**config.mk**
```make
export PLATFORM = sky130hd
export DESIGN_NAME = first_system_sequencer_flat
export DESIGN_NICKNAME = d
export VERILOG_FILES = /design/src/rtl/first_system_sequencer_pkg.sv /design/src/rtl/first_system_sequencer_if.sv /design/src/rtl/first_system_sequencer_hold.sv /design/src/rtl/first_system_sequencer.sv /design/src/flat_wrapper.sv
export SDC_FILE = /design/constraint.sdc
export NUM_CORES = 1
export LEC_CHECK = 0
export ABC_CLOCK_PERIOD_IN_PS = 1800
export CAP_MARGIN = 0
export CORE_MARGIN = 1.5
export CORE_UTILIZATION = 46
export DETAILED_ROUTE_END_ITERATION = 12
export GPL_TIMING_DRIVEN = 0
export PLACE_DENSITY = 0.75
export SYNTH_ARGS = -nofsm -noshare
export SYNTH_HDL_FRONTEND = slang
export SYNTH_SLANG_ARGS = --single-unit
```
**constraint.sdc**
```tcl
create_clock -name clk -period 1.8 [get_ports clk]
set_input_delay 0.36 -clock clk [delete_from_list [all_inputs] [get_ports clk]]
set_output_delay 0.36 -clock clk [all_outputs]
set_load 0.1 [all_outputs]
```
**src/rtl/first_system_sequencer_pkg.sv**
```systemverilog
// Shared types for the first_system sweep sequencer.
// Holds the FSM state encoding and the vector count.
package first_system_pkg;

    localparam int NUM_VECTORS = 4;

    typedef enum logic [1:0] {
        IDLE,
        DRIVE,
        DONE
    } state_t;

    // Expected {out1,out2} pair for one input vector.
    function automatic logic [1:0] exp_pair(
        input logic [3:0] e1,
        input logic [3:0] e2,
        input logic [1:0] i
    );
        return {e1[i], e2[i]};
    endfunction

endpackage

```
**src/rtl/first_system_sequencer_if.sv**
```systemverilog
// Link between the sequencer and the controlled first_system.
// The master drives the input pair and reads back the outputs.
interface first_system_sequencer_if;

    logic sys_in1;
    logic sys_in2;
    logic sys_out1;
    logic sys_out2;

    modport master (
        output sys_in1,
        output sys_in2,
        input  sys_out1,
        input  sys_out2
    );

    modport slave (
        input  sys_in1,
        input  sys_in2,
        output sys_out1,
        output sys_out2
    );

endinterface

```
**src/rtl/first_system_sequencer_hold.sv**
```systemverilog
// Modulo-MAX cycle counter timing how long each vector is held.
// last is high on the final cycle of each hold window.
module hold_counter #(
    parameter int MAX = 100
) (
    input  logic clk,
    input  logic reset,
    input  logic clr,
    input  logic en,
    output logic last
);

    localparam int W = (MAX > 1) ? $clog2(MAX) : 1;
    localparam logic [W-1:0] TOP = W'(MAX - 1);

    logic [W-1:0] count;

    assign last = (count == TOP);

    // Count enabled cycles, wrapping to zero after the last one.
    always_ff @(posedge clk) begin
        if (reset || clr) begin
            count <= '0;
        end else if (en) begin
            count <= last ? '0 : count + W'(1);
        end
    end

endmodule

```
**src/rtl/first_system_sequencer.sv**
```systemverilog
// Sweeps all four input vectors through first_system and
// captures/compares its outputs against expected patterns.
module first_system_sequencer
    import first_system_pkg::*;
#(
    parameter int         HOLD_CYCLES = 100,
    parameter logic [3:0] EXP_OUT1    = 4'b1000,
    parameter logic [3:0] EXP_OUT2    = 4'b0110
) (
    input  logic                      clk,
    input  logic                      reset,
    input  logic                      start,
    input  logic                      abort,
    first_system_sequencer_if.master  sys,
    output logic                      busy,
    output logic                      done,
    output logic                      pass,
    output logic [1:0]                vec_idx,
    output logic [7:0]                result,
    output logic [3:0]                fail_mask
);

    state_t     state;
    state_t     state_nx;
    logic       accept;
    logic       sample;
    logic       last;
    logic       last_vec;
    logic       cnt_clr;
    logic       cnt_en;
    logic [1:0] pair;

    assign last_vec = (vec_idx == 2'(NUM_VECTORS - 1));
    assign pair     = {sys.sys_out1, sys.sys_out2};

    assign cnt_en  = (state == DRIVE);
    assign cnt_clr = (state != DRIVE) || abort;

    hold_counter #(
        .MAX (HOLD_CYCLES)
    ) u_hold (
        .clk   (clk),
        .reset (reset),
        .clr   (cnt_clr),
        .en    (cnt_en),
        .last  (last)
    );

    // State register.
    always_ff @(posedge clk) begin
        if (reset) begin
            state <= IDLE;
        end else begin
            state <= state_nx;
        end
    end

    // Next state; abort beats start, start is ignored mid-sweep.
    always_comb begin
        state_nx = state;
        accept   = 1'b0;
        sample   = 1'b0;
        unique case (state)
            IDLE, DONE: begin
                if (start && !abort) begin
                    accept   = 1'b1;
                    state_nx = DRIVE;
                end
            end
            DRIVE: begin
                if (abort) begin
                    state_nx = IDLE;
                end else if (last) begin
                    sample = 1'b1;
                    if (last_vec) begin
                        state_nx = DONE;
                    end
                end
            end
            default: state_nx = IDLE;
        endcase
    end

    // Vector index, capture slots and mismatch flags.
    always_ff @(posedge clk) begin
        if (reset || accept) begin
            vec_idx   <= '0;
            result    <= '0;
            fail_mask <= '0;
        end else if (state == DRIVE && abort) begin
            vec_idx <= '0;
        end else if (sample) begin
            result[{vec_idx, 1'b0} +: 2] <= pair;
            if (pair != exp_pair(EXP_OUT1, EXP_OUT2, vec_idx)) begin
                fail_mask[vec_idx] <= 1'b1;
            end
            vec_idx <= vec_idx + 2'd1;
        end
    end

    // vec_idx is zero outside DRIVE, so it doubles as the drive pair.
    assign sys.sys_in1 = vec_idx[1];
    assign sys.sys_in2 = vec_idx[0];

    assign busy = (state == DRIVE);
    assign done = (state == DONE);
    assign pass = done && (fail_mask == 4'h0);

endmodule
```
**src/flat_wrapper.sv**
```systemverilog
// flat-port wrapper written by rule: the top's interface ports become plain ports
module first_system_sequencer_flat import first_system_pkg::*;
#(
    parameter int         HOLD_CYCLES = 100,
    parameter logic [3:0] EXP_OUT1    = 4'b1000,
    parameter logic [3:0] EXP_OUT2    = 4'b0110
)
  (clk, reset, start, abort, busy, done, pass, vec_idx, result, fail_mask, sys_sys_in1, sys_sys_in2, sys_sys_out1, sys_sys_out2);
  first_system_sequencer_if sys_i ();
  input  logic clk;
  input  logic reset;
  input  logic start;
  input  logic abort;
  output logic busy;
  output logic done;
  output logic pass;
  output logic [1:0] vec_idx;
  output logic [7:0] result;
  output logic [3:0] fail_mask;
  output wire logic [$bits(sys_i.sys_in1)-1:0] sys_sys_in1;
  output wire logic [$bits(sys_i.sys_in2)-1:0] sys_sys_in2;
  input wire logic [$bits(sys_i.sys_out1)-1:0] sys_sys_out1;
  input wire logic [$bits(sys_i.sys_out2)-1:0] sys_sys_out2;
  assign sys_sys_in1 = sys_i.sys_in1;
  assign sys_sys_in2 = sys_i.sys_in2;
  assign sys_i.sys_out1 = sys_sys_out1;
  assign sys_i.sys_out2 = sys_sys_out2;
  first_system_sequencer #(.HOLD_CYCLES(HOLD_CYCLES), .EXP_OUT1(EXP_OUT1), .EXP_OUT2(EXP_OUT2)) u_core (.clk(clk), .reset(reset), .start(start), .abort(abort), .sys(sys_i), .busy(busy), .done(done), .pass(pass), .vec_idx(vec_idx), .result(result), .fail_mask(fail_mask));
endmodule
```
# --- Word level (Yosys, flattened, before mapping) ---
# Index checks and enable logic that the tools add are counted.
word_totals:
  reg_bits: 23
  in_bits: 6
  out_inout_bits: 19
  elab_cells: 56
classes:
  addsub: 3
  order_cmp: 2
  n_eq_ne: 9
  shift: 2
  muxes: 18
  bitwise_logic: 2
  reduce_logical: 15
op_table:
  columns: ["cell", "n"]
  rows:
  - ["8-bit bitwise mux", 1]
  - ["1-bit 2-to-1 mux", 8]
  - ["2-bit 2-to-1 mux", 4]
  - ["2-bit by 5-bit variable shift with 8-bit output (first input constant)", 1]
  - ["2-bit by 5-bit indexed part select with 8-bit output", 1]
  - ["7-bit by 1-bit adder with 7-bit output (second input constant)", 1]
  - ["7-bit == test (second input constant)", 1]
  - ["7-bit 2-to-1 mux", 1]
  - ["3-bit by 2-bit != test with 1-bit output (second input constant)", 2]
  - ["3-bit AND reduction", 2]
  - ["3-bit negation with 5-bit output", 1]
  - ["1-bit binary-select mux with 2-bit select", 2]
  - ["2-bit == test (second input constant)", 2]
  - ["1-bit logical AND", 4]
  - ["4-bit logical NOT", 1]
  - ["2-bit by 1-bit != test with 1-bit output (second input constant)", 2]
  - ["4-bit bitwise OR", 1]
  - ["2-bit case mux with 2 select lines", 1]
  - ["2-bit OR reduction", 2]
  - ["1-bit logical OR", 3]
  - ["2-bit by 3-bit < comparator with 1-bit output (second input constant)", 1]
  - ["2-bit by 1-bit adder with 2-bit output (second input constant)", 1]
  - ["1-bit demux with 2-bit select", 1]
  - ["2-bit by 1-bit == test with 1-bit output (second input constant)", 1]
  - ["6 further kinds", 6]

# --- Logic depth before layout (Yosys ltp) ---
# Gate-level depths: netlist of the first run.
depth:
  ltp_word: 6
  ltp_mapped: 6
  ltp_nobuf: 5

# --- Modules after synthesis ---
# From an unflattened synthesis of the first run, not the netlist that was laid out.
hier_totals:
  hier_cells: 142
  area_unflattened_um2: 1256.2
modules_own_cells:
  columns: ["module", "instances", "cells_each", "area_per_inst_um2", "seq_area_each_um2"]
  rows:
  - ["first_system_sequencer", 1, 101, 899.6, 320.3]
  - ["hold_counter", 1, 41, 356.6, 140.1]

# --- Least setup slack after synthesis of the first run ---
# OpenSTA, ideal clock, no wires.
synth_path:
  path_type: "register to output"
  start: "register u_core.state[0]"
  end: "output port pass"
  arrival_time_ps: 4058
  t_required_ps: 1440
  setup_slack_ps: -2618
  stages_incl_launch_ff: 5
  path_buffers: 1
  path_cell_list: "dfxtp_1 clkbuf_1 nor2b_1 nand2_1 nor3_1"
synth_via:
  elab_chain_cells: 2
synth_lines:
  columns: ["item", "line", "text"]
  rows:
  - ["start: declaration", "first_system_sequencer.sv:23", "state_t state;"]
  - ["start signal: assignment", "first_system_sequencer.sv:54", "state <= state_nx;"]
  - ["2-bit == test", "first_system_sequencer.sv:106", "assign done = (state == DONE);"]
  - ["net done", "flat_wrapper.sv:15", "output logic done;"]
  - ["1-bit logical AND", "first_system_sequencer.sv:107", "assign pass = done && (fail_mask == 4'h0);"]
  - ["end: declaration", "flat_wrapper.sv:16", "output logic pass;"]
# The timed path passes the listed nets, and every way through them passes these cells.

# --- Final worst setup path of the first run ---
layout_path:
  start: "register u_core.state[0]"
  end: "output port done"
layout_via:
  elab_chain_cells: 1
layout_lines:
  columns: ["item", "line"]
  rows:
  - ["2-bit == test", "first_system_sequencer.sv:106"]
  - ["end: declaration", "flat_wrapper.sv:15"]
# Every way passes these cells.

==> results.sh, run 1 <==
export IMPL_status="finished, final reports clean"
export IMPL_worstRegToRegCells=6
export IMPL_clockBufferDepth=2
export IMPL_power_density_mw_per_mm2=486
export IMPL_syn_to_final_growth_pct=31.3
export IMPL_start_util_pct=48.8
export IMPL_min_path_type="reg2reg"
export IMPL_grt_usage_pct=20.3
export IMPL_cp_start_kind="flop"
export IMPL_maxCapViolations=0
export IMPL_min_from="u_core.result[3]$_SDFFE_PP0P_"
export IMPL_slew_limit_headroom_pct=63.4
export IMPL_ys_seq_area_share_pct=34.2
export IMPL_drtAntennaViolNets=0
export IMPL_dpl_cell_count=193
export IMPL_p_total_uw=858
export IMPL_yosysUniqueCellTypes=38
export IMPL_cts_root_buffer="clkbuf_4"
export IMPL_synth_area_mm2=0.00135
export IMPL_place_ws_ns=-0.527
export IMPL_worst_hold_path_num_cells=2
export IMPL_ys_top_cells_by_area="dfxtp_1 34%, ha_1 8.4%, nand3_1 6.7%"
export IMPL_period_needed_ns=1.76
export IMPL_vias=1166
export IMPL_cp_startpoint="u_core.state[0]$_SDFFE_PP0P_"
export IMPL_die_height_um=57.1
export IMPL_core_mm2=0.00276
export IMPL_fin_nets=183
export IMPL_netlist_instances=138
export IMPL_pin_count=25
export IMPL_avgSynthCellArea_um2=9.75
export IMPL_grt_setup_unrepaired="yes"
export IMPL_ys_warn_count=0
export IMPL_die_area_mm2=0.00326
export IMPL_cp_max_fo=10
export IMPL_num_rows=19
export IMPL_finalMaxSlewViolations=0
export IMPL_cts_tree="done"
export IMPL_period_share_pct=97.6
export IMPL_finalInstanceArea_mm2=0.00177
export IMPL_grt_pass1_wl_um=5250
export IMPL_max_freq_ghz=0.569
export IMPL_synth_top_area_share_pct=34.2
export IMPL_worst_slack_ns=0.0426
export IMPL_finalWirelength_um=3190
export IMPL_drive_above_1_share_pct=35.9
export IMPL_r2r_start="u_core.vec_idx[0]$_SDFFE_PP0P_"
export IMPL_final_cells=198
export IMPL_end_kind="output port"
export IMPL_cts_sinks=23
export IMPL_yosysTopAreaCell="dfxtp_1"
export IMPL_grt_overflow=0
export IMPL_ys_ff_latch=23
export IMPL_hold_viol_final=0
export IMPL_worstMarginPinSlew_ns=0.552
export IMPL_grt_pass1_vias=1173
export IMPL_fin_worst_skew_ns=0.00659
export IMPL_firstDrtPassIters=4
export IMPL_gp_congestion=0.797
export IMPL_cp_arrival_ns=1.40
export IMPL_setup_viol=0
export IMPL_viasPerCell=5.89
export IMPL_antenna_found_initial=0
export IMPL_dp_hpwl_um=2270
export IMPL_clock_latency_ns=0.33
export IMPL_synth_nets=153
export IMPL_cts_buffers=3
export IMPL_placed_area_mm2=0.00167
export IMPL_cellLeakagePower_nw=0.636
export IMPL_clk_pin_slew_ns=0.14
export IMPL_htree_levels=1
export IMPL_fin_util_pct=64.1
export IMPL_irDropWorstVdd_mv=0.389
export IMPL_hold_slack_ns=0.483
export IMPL_first_iter_violations=33
export IMPL_drc_errors=0
export IMPL_wire_per_inst_um=16.1
export IMPL_worst_endpoint_required_ns=1.44
export IMPL_crit_type="reg2out"
export IMPL_hold_buffers=0
export IMPL_grt_start_max_net_pins=14
export IMPL_die_w_um=57.1
export IMPL_num_antenna_cells=0
export IMPL_io_buffer_count=24
export IMPL_fin_setup_tns_ns=0
kinds of logic (layout without fill, tap and decap cells):
group | Yosys count | after routing | synth area share [%]
AO/OA/AOI/OAI | 19 | 19 | 11.7
XOR/XNOR | 4 | 4 | 2.61
adder cells (fa/ha/maj) | 9 | 9 | 8.37
buffers and inverters | 17 | 46 | 5.95
flip-flops | 23 | 23 | 34.2
multiplexers | 8 | 8 | 5.95
AND/OR/NAND/NOR | 58 | 58 | 31.2
worst max-delay path: stages (launching register included):
cell	delay, ns
dfxtp_2	0.35
buf_8	0.13
nor2b_4	0.14
buf_2	0.44
state kept, by name, indices dropped and copies added, names as in the netlist:
register	flops
u_core.result	8
u_core.state	2
u_core.fail_mask	4
u_core.vec_idx	2
u_core.u_hold.count	7
final timing paths:
kind / to / slack [ns]
setup / recovery: done / 0.04
hold / removal: u_core.result[3]$_SDFFE_PP0P_ / 0.48
setup reg to reg: u_core.fail_mask[2]$_SDFFE_PP0P_ / 0.11
hold reg to reg: u_core.result[3]$_SDFFE_PP0P_ / 0.48
final cells by class:
type,instances,area (um^2)
fill,235,991
multi-input combinational,98,866
sequential,23,470
timing repair buffer,25,268
buffer,7,55.1
inverter,10,41.3
tap,31,38.8
clock buffer,3,22.5
clock inverter,1,5.00
cell usage in the layout, fill, tap and decap left out, types with 2 or more instances in the layout:
cell | synthesis | routed
dfxtp_1 | 23 | 19
nand3_1 | 18 | 18
clkdlybuf4s15_2 | 0 | 15
inv_1 | 9 | 8
mux2i_1 | 8 | 8
ha_1 | 9 | 8
nor2_1 | 6 | 6
clkdlybuf4s50_1 | 0 | 5
a32o_2 | 4 | 4
nor4_4 | 4 | 4
o21ai_0 | 4 | 4
or3_1 | 4 | 4
a21oi_1 | 4 | 4
nor4b_1 | 4 | 3
buf_2 | 1 | 3
nor3_1 | 4 | 3
buf_4 | 2 | 3
clkbuf_4 | 0 | 3
nand2_2 | 0 | 2
nor3_4 | 1 | 2
xnor2_1 | 3 | 2
buf_6 | 1 | 2
nand4b_1 | 2 | 2
nand2_1 | 4 | 2
a32o_1 | 2 | 2
nand3b_1 | 2 | 2
dfxtp_2 | 0 | 2
dfxtp_4 | 0 | 2
what timing repair did:
item	4_1_cts	5_1_grt
cloned	0	0
pin swaps	0	2
setup buffers	0	1
setup endpoints to repair	19	19
resized for setup	66	17
where the power goes:
part           total [mW]  internal [mW]  switching, mW
registers           0.509          0.508        0.00122
logic              0.0929         0.0361         0.0568
clock network       0.256         0.0834          0.173
total               0.858          0.627          0.231
cell usage after synthesis, drive strengths merged:
| library cell | instances |
|---|---|
| dfxtp | 23 |
| nand3 | 18 |
| ha | 9 |
| inv | 9 |
| mux2i | 8 |
| a32o | 6 |
| nor2 | 6 |
| nor3 | 5 |
| o21ai | 5 |
| a21oi | 4 |
| buf | 4 |
| nand2 | 4 |
| nor4 | 4 |
| nor4b | 4 |
| or3 | 4 |
| clkbuf | 3 |
| xnor2 | 3 |
| nand3b | 2 |
| nand4b | 2 |
| nor2b | 2 |
| or3b | 2 |
| or4b | 2 |
| a211oi | 1 |
| a22o | 1 |
| clkinv | 1 |
| nand2b | 1 |
| nor3b | 1 |
| nor4bb | 1 |
| o2bb2a | 1 |
| o31ai | 1 |
| xor2 | 1 |
metal layers:
metal	vias to the layer above	track usage, %	share of wire (%)
met2	32	34.8	49
met1	556	25.0	44
met5	-	0	0
met3	10	3.85	4.2
met4	0	8.31	3.0
li1	568	-	-
No activity file was read; power rests on OpenSTA's default activity.
==> run 2, diff against run 1 <==
Settings changed: CELL_PAD_IN_SITES_DETAIL_PLACEMENT set to 0, CELL_PAD_IN_SITES_GLOBAL_PLACEMENT set to 1, CORE_UTILIZATION 46 to 35, PLACE_DENSITY 0.75 to not set, PLACE_DENSITY_LB_ADDON set to 0.1, SETUP_SLACK_MARGIN set to 0.2.
==> results.sh, run 2 (synthesized netlist as in run 1, its figures left out) <==
export IMPL_min_path_type="reg2reg"
export IMPL_irDropWorstVdd_mv=0.246
export IMPL_seq_area_um2=475
export IMPL_status="finished, final reports clean"
export IMPL_finalInstanceArea_mm2=0.00186
export IMPL_cts_buffers=3
export IMPL_worstMarginPinSlew_ns=0.545
export IMPL_firstDrtPassIters=4
export IMPL_num_antenna_cells=0
export IMPL_grt_pass1_wl_um=5410
export IMPL_fill_cells=362
export IMPL_cts_root_buffer="clkbuf_8"
export IMPL_cp_max_fo=5
export IMPL_cpPeakStageDelay_ns=0.34
export IMPL_multi_input_area_um2=897
export IMPL_cellLeakagePower_nw=0.707
export IMPL_max_freq_ghz=0.611
export IMPL_reg_top3="u_core.result x8, u_core.u_hold.count x7, u_core.fail_mask x4"
export IMPL_core_mm2=0.00369
export IMPL_cp_start_kind="flop"
export IMPL_grt_start_max_net_pins=14
export IMPL_gp_congestion=0.781
export IMPL_final_cell_mix="18 x nand3_1, 17 x dfxtp_1, 8 x mux2i_1, 8 x buf_4, 8 x clkdlybuf4s15_2"
export IMPL_antenna_found_initial=0
export IMPL_syn_to_final_growth_pct=38.3
export IMPL_dpl_cell_count=210
export IMPL_clk_pin_slew_ns=0.09
export IMPL_cts_sinks=23
export IMPL_crit_chain="buf_8, nor2b_4, nand2_2, nor3_4, buf_12"
export IMPL_grt_overflow=0
export IMPL_critPathTopFamily="simple AND/OR/NAND/NOR gates"
export IMPL_num_rows=22
export IMPL_slew_limit_headroom_pct=63.8
export IMPL_fin_nets=186
export IMPL_vias=1128
export IMPL_cp_arrival_ns=1.28
export IMPL_path_buf_inv=2
export IMPL_drc_errors=0
export IMPL_finalWirelength_um=3090
export IMPL_largest_reg_flops=8
export IMPL_crit_type="reg2out"
export IMPL_viasPerCell=5.17
export IMPL_dp_hpwl_um=2300
export IMPL_hold_viol_final=0
export IMPL_setup_viol=0
export IMPL_io_buffer_count=24
export IMPL_die_w_um=65.0
export IMPL_final_common_cell="nand3_1"
export IMPL_power_density_mw_per_mm2=504
export IMPL_start_util_pct=36.5
export IMPL_final_cells=218
export IMPL_wire_per_inst_um=14.2
export IMPL_first_iter_violations=57
export IMPL_clockBufferDepth=2
export IMPL_worst_endpoint_required_ns=1.44
export IMPL_placed_area_mm2=0.00172
export IMPL_finalMaxSlewViolations=0
export IMPL_pin_count=25
export IMPL_maxCapViolations=0
export IMPL_drive_above_1_share_pct=41.2
export IMPL_end_kind="output port"
export IMPL_fin_worst_skew_ns=0.00395
export IMPL_regMostFlops="u_core.result"
export IMPL_cts_tree="done"
export IMPL_fin_setup_tns_ns=0
export IMPL_die_height_um=65.0
export IMPL_clock_latency_ns=0.27
export IMPL_grt_setup_unrepaired="yes"
export IMPL_period_needed_ns=1.64
export IMPL_period_share_pct=91.0
export IMPL_fin_util_pct=50.4
export IMPL_drtAntennaViolNets=0
export IMPL_grt_pass1_vias=1132
export IMPL_htree_levels=1
export IMPL_crit_slowest_cell="dfxtp_2"
export IMPL_die_area_mm2=0.00422
export IMPL_grt_usage_pct=16.4
[run 2: changes by cell type in the layout (fill, tap and decap cells not counted), moves of 2 or more]
cell and change:
buf_2 +2, buf_4 +5, clkbuf_4 -3, clkbuf_8 +3, clkdlybuf4s15_2 -7, clkdlybuf4s18_2 +2, clkdlybuf4s50_1 -2, dfxtp_1 -2
dlygate4sd2_1 +2
[run 2: where the power goes]
group | leakage (nW) | internal, mW | switching, mW | total (mW)
Clock | 0.0255 | 0.155 | 0.175 | 0.329
Sequential | 0.189 | 0.505 | 0.00132 | 0.507
Combinational | 0.492 | 0.0432 | 0.0577 | 0.101
[run 2: area by class of cell]
class	count	area share, %
Inverter	10	2.22
Buffer	7	4.17
Sequential cell	23	25.6
Timing Repair Buffer	28	14.1
Tap cell	48	3.23
Clock inverter	1	0.269
Clock buffer	3	2.22
Multi-Input combinational cell	98	48.2
[run 2: per-layer routing]
layer	track usage (%)	routed length (um)	up-vias
li1	-	-	564
met1	20.9	1380	538
met2	28.1	1580	24
met3	3.13	103	2
met4	4.79	18	0
met5	0	0	-
[run 2: metrics by stage]
stage          total power, mW  setup slack (ns)  hold slack, ns
2_1_floorplan            0.573            -0.469           0.454
3_3_place_gp             0.604            -0.520           0.457
3_5_place_dp             0.604            -0.534           0.469
4_1_cts                  0.938             0.104           0.481
5_1_grt                  0.978            0.0710           0.499
6_report                 0.937             0.162           0.474
[run 2: tightest hold or removal path, stage by stage (launching register included)]
cell and delay (ns):
dfxtp_1 0.32, nand3_1 0.06, mux2i_1 0.06
[run 2: timing repair]
| action | CTS | global route |
|---|---|---|
| endpoints found under the hold margin | 0 | 0 |
| setup endpoints to repair | 41 | 28 |
| gates cloned | 0 | 0 |
| pin swaps | 4 | 2 |
| hold buffers | 0 | 0 |
| resized for setup | 97 | 16 |
| buffers inserted | 1 | 3 |
[run 2: worst paths after layout]
path | to | slack, ns | startpoint | cells after the start
setup / recovery | pass | 0.16 | u_core.state[0]$_SDFFE_PP0P_ | 5
hold / removal | u_core.result[2]$_SDFFE_PP0P_ | 0.47 | u_core.result[2]$_SDFFE_PP0P_ | 2
setup reg to reg | u_core.result[6]$_SDFFE_PP0P_ | 0.17 | u_core.u_hold.count[2]$_SDFFE_PP0N_ | 4
hold reg to reg | u_core.result[2]$_SDFFE_PP0P_ | 0.47 | u_core.result[2]$_SDFFE_PP0P_ | 2
==> run 3, diff against run 2 <==
Settings changed: CORE_UTILIZATION 35 to 42, DONT_BUFFER_PORTS set to 1, MAX_ROUTING_LAYER set to met4.
==> results.sh, run 3 (synthesized netlist as in run 1, its figures left out) <==
export IMPL_status="finished, violations left"
export IMPL_violations="setup timing"
export IMPL_finalMaxSlewViolations=0
export IMPL_finalInstanceArea_mm2=0.00193
export IMPL_cp_start_kind="flop"
export IMPL_die_w_um=59.6
export IMPL_die_area_mm2=0.00355
export IMPL_grt_overflow=0
export IMPL_crit_chain="buf_8, nor2b_4, nand2_2, nor3_4"
export IMPL_largest_reg_flops=8
export IMPL_start_util_pct=44.1
export IMPL_drive_above_1_share_pct=55.2
export IMPL_grt_usage_pct=20.6
export IMPL_cpPeakStageDelay_ns=0.78
export IMPL_drtAntennaViolNets=0
export IMPL_final_common_cell="dfxtp_2"
export IMPL_slew_limit_headroom_pct=34.2
export IMPL_p_total_uw=860
export IMPL_clk_pin_slew_ns=0.12
export IMPL_core_mm2=0.00305
export IMPL_grt_setup_unrepaired="yes"
export IMPL_fill_cells=258
export IMPL_worst_slack_ns=-0.780
export IMPL_firstDrtPassIters=4
export IMPL_fin_worst_skew_ns=0.00354
export IMPL_viasPerCell=5.52
export IMPL_max_freq_ghz=0.388
export IMPL_place_ws_ns=-0.519
export IMPL_finalWirelength_um=3350
export IMPL_vias=1143
export IMPL_cts_root_buffer="clkbuf_4"
export IMPL_hold_slack_ns=0.171
export IMPL_pin_count=25
export IMPL_crit_slowest_cell="nor3_4"
export IMPL_hold_viol_final=0
export IMPL_dp_hpwl_um=2150
export IMPL_worstMarginPinSlew_ns=0.983
export IMPL_die_height_um=59.6
export IMPL_irDropWorstVdd_mv=0.421
export IMPL_worst_endpoint_required_ns=1.44
export IMPL_cts_buffers=3
export IMPL_cp_max_fo=3
export IMPL_cts_sinks=23
export IMPL_num_rows=20
export IMPL_power_density_mw_per_mm2=447
export IMPL_cp_arrival_ns=2.22
export IMPL_wire_per_inst_um=16.2
export IMPL_period_needed_ns=2.58
export IMPL_setup_viol=2
export IMPL_placed_area_mm2=0.00147
export IMPL_num_antenna_cells=0
export IMPL_fin_nets=179
export IMPL_grt_pass1_vias=1163
export IMPL_first_iter_violations=47
export IMPL_io_buffer_count=0
export IMPL_clockBufferDepth=2
export IMPL_gp_congestion=0.770
export IMPL_final_cell_mix="15 x dfxtp_2, 11 x buf_4, 9 x nand3_1, 9 x nand3_2, 8 x mux2i_1"
export IMPL_min_path_type="in2reg"
export IMPL_period_share_pct=143
export IMPL_grt_start_max_net_pins=13
export IMPL_reg_top3="u_core.result x8, u_core.u_hold.count x7, u_core.fail_mask x4"
export IMPL_regMostFlops="u_core.result"
export IMPL_drc_errors=0
export IMPL_crit_type="reg2out"
export IMPL_syn_to_final_growth_pct=43.2
export IMPL_cts_tree="done"
export IMPL_end_kind="output port"
export IMPL_cellLeakagePower_nw=0.709
export IMPL_clock_latency_ns=0.31
export IMPL_htree_levels=1
export IMPL_grt_pass1_wl_um=5380
export IMPL_antenna_found_initial=0
export IMPL_maxCapViolations=0
## run 3: cell count changes in the layout (fill, tap and decap cells not counted), sizes merged
cell           previous run  this run
buf                      19        25
clkbuf                    4         7
clkdlybuf4s15             8         0
clkdlybuf4s18             2         0
clkdlybuf4s50             3         0
clkinv                    2         0
clkinvlp                  0         1
dlygate4sd2               2         0
## run 3: path summary, 6_finish.rpt
kind / start / end / slack [ns] / depth (start not counted)
setup / recovery: u_core.state[0]$_SDFFE_PP0P_ / pass / -0.78 / 4
hold / removal: sys_sys_out2 / u_core.result[4]$_SDFFE_PP0P_ / 0.17 / 2
setup reg to reg: u_core.state[0]$_SDFFE_PP0P_ / u_core.vec_idx[0]$_SDFFE_PP0P_ / 0.02 / 6
hold reg to reg: u_core.u_hold.count[6]$_SDFFE_PP0N_ / u_core.u_hold.count[6]$_SDFFE_PP0N_ / 0.50 / 2
## run 3: what timing repair did
item                                    CTS  global route
gates cloned                              0             1
setup buffers                            12             8
pin swaps                                19             8
endpoints found under the hold margin     0             0
gates resized for setup                  38            27
endpoints found under the setup margin   40            24
hold buffers                              0             0
## run 3: area by class of cell
class	instances	area (um^2)	share of cell area (%)
repair buffers	21	205	10.7
well taps	44	55.1	2.86
multi-input cells	98	1000	52.1
inverters	10	46.3	2.40
plain buffers	7	98.8	5.13
flip-flops and latches	23	490	25.5
clock buffers	4	26.3	1.36
## run 3: metal layers
layer / up-vias / share of wire (%) / track usage, %
met5: - / 0 / -
met4: 0 / 0.36 / 2.86
met3: 2 / 3.7 / 5.24
met2: 21 / 54 / 36.6
met1: 562 / 42 / 23.9
li1: 558 / - / -
## run 3: report_power, final
group	internal [mW]	switching [mW]	total (mW)
sequential	0.506	0.00128	0.507
combinational	0.0530	0.0610	0.114
clock	0.0866	0.153	0.239
total	0.645	0.215	0.860
## run 3: through the flow
step / TNS (ns) / util (%) / std cells
final: -0.894 / 63.1 / 207
after global placement: -0.810 / 48.2 / 182
after global routing: -1.12 / 63.1 / 207
after floorplan: -0.618 / - / 138
after detailed placement: -0.850 / 48.2 / 182
after CTS: -2.00 / 56.6 / 198
## run 3: critical path, delay by kind of cell, from the launching register on
kind          cells  cell delay [ns]
simple gates      3             1.43
flops             1             0.35
buf+inv           1             0.12
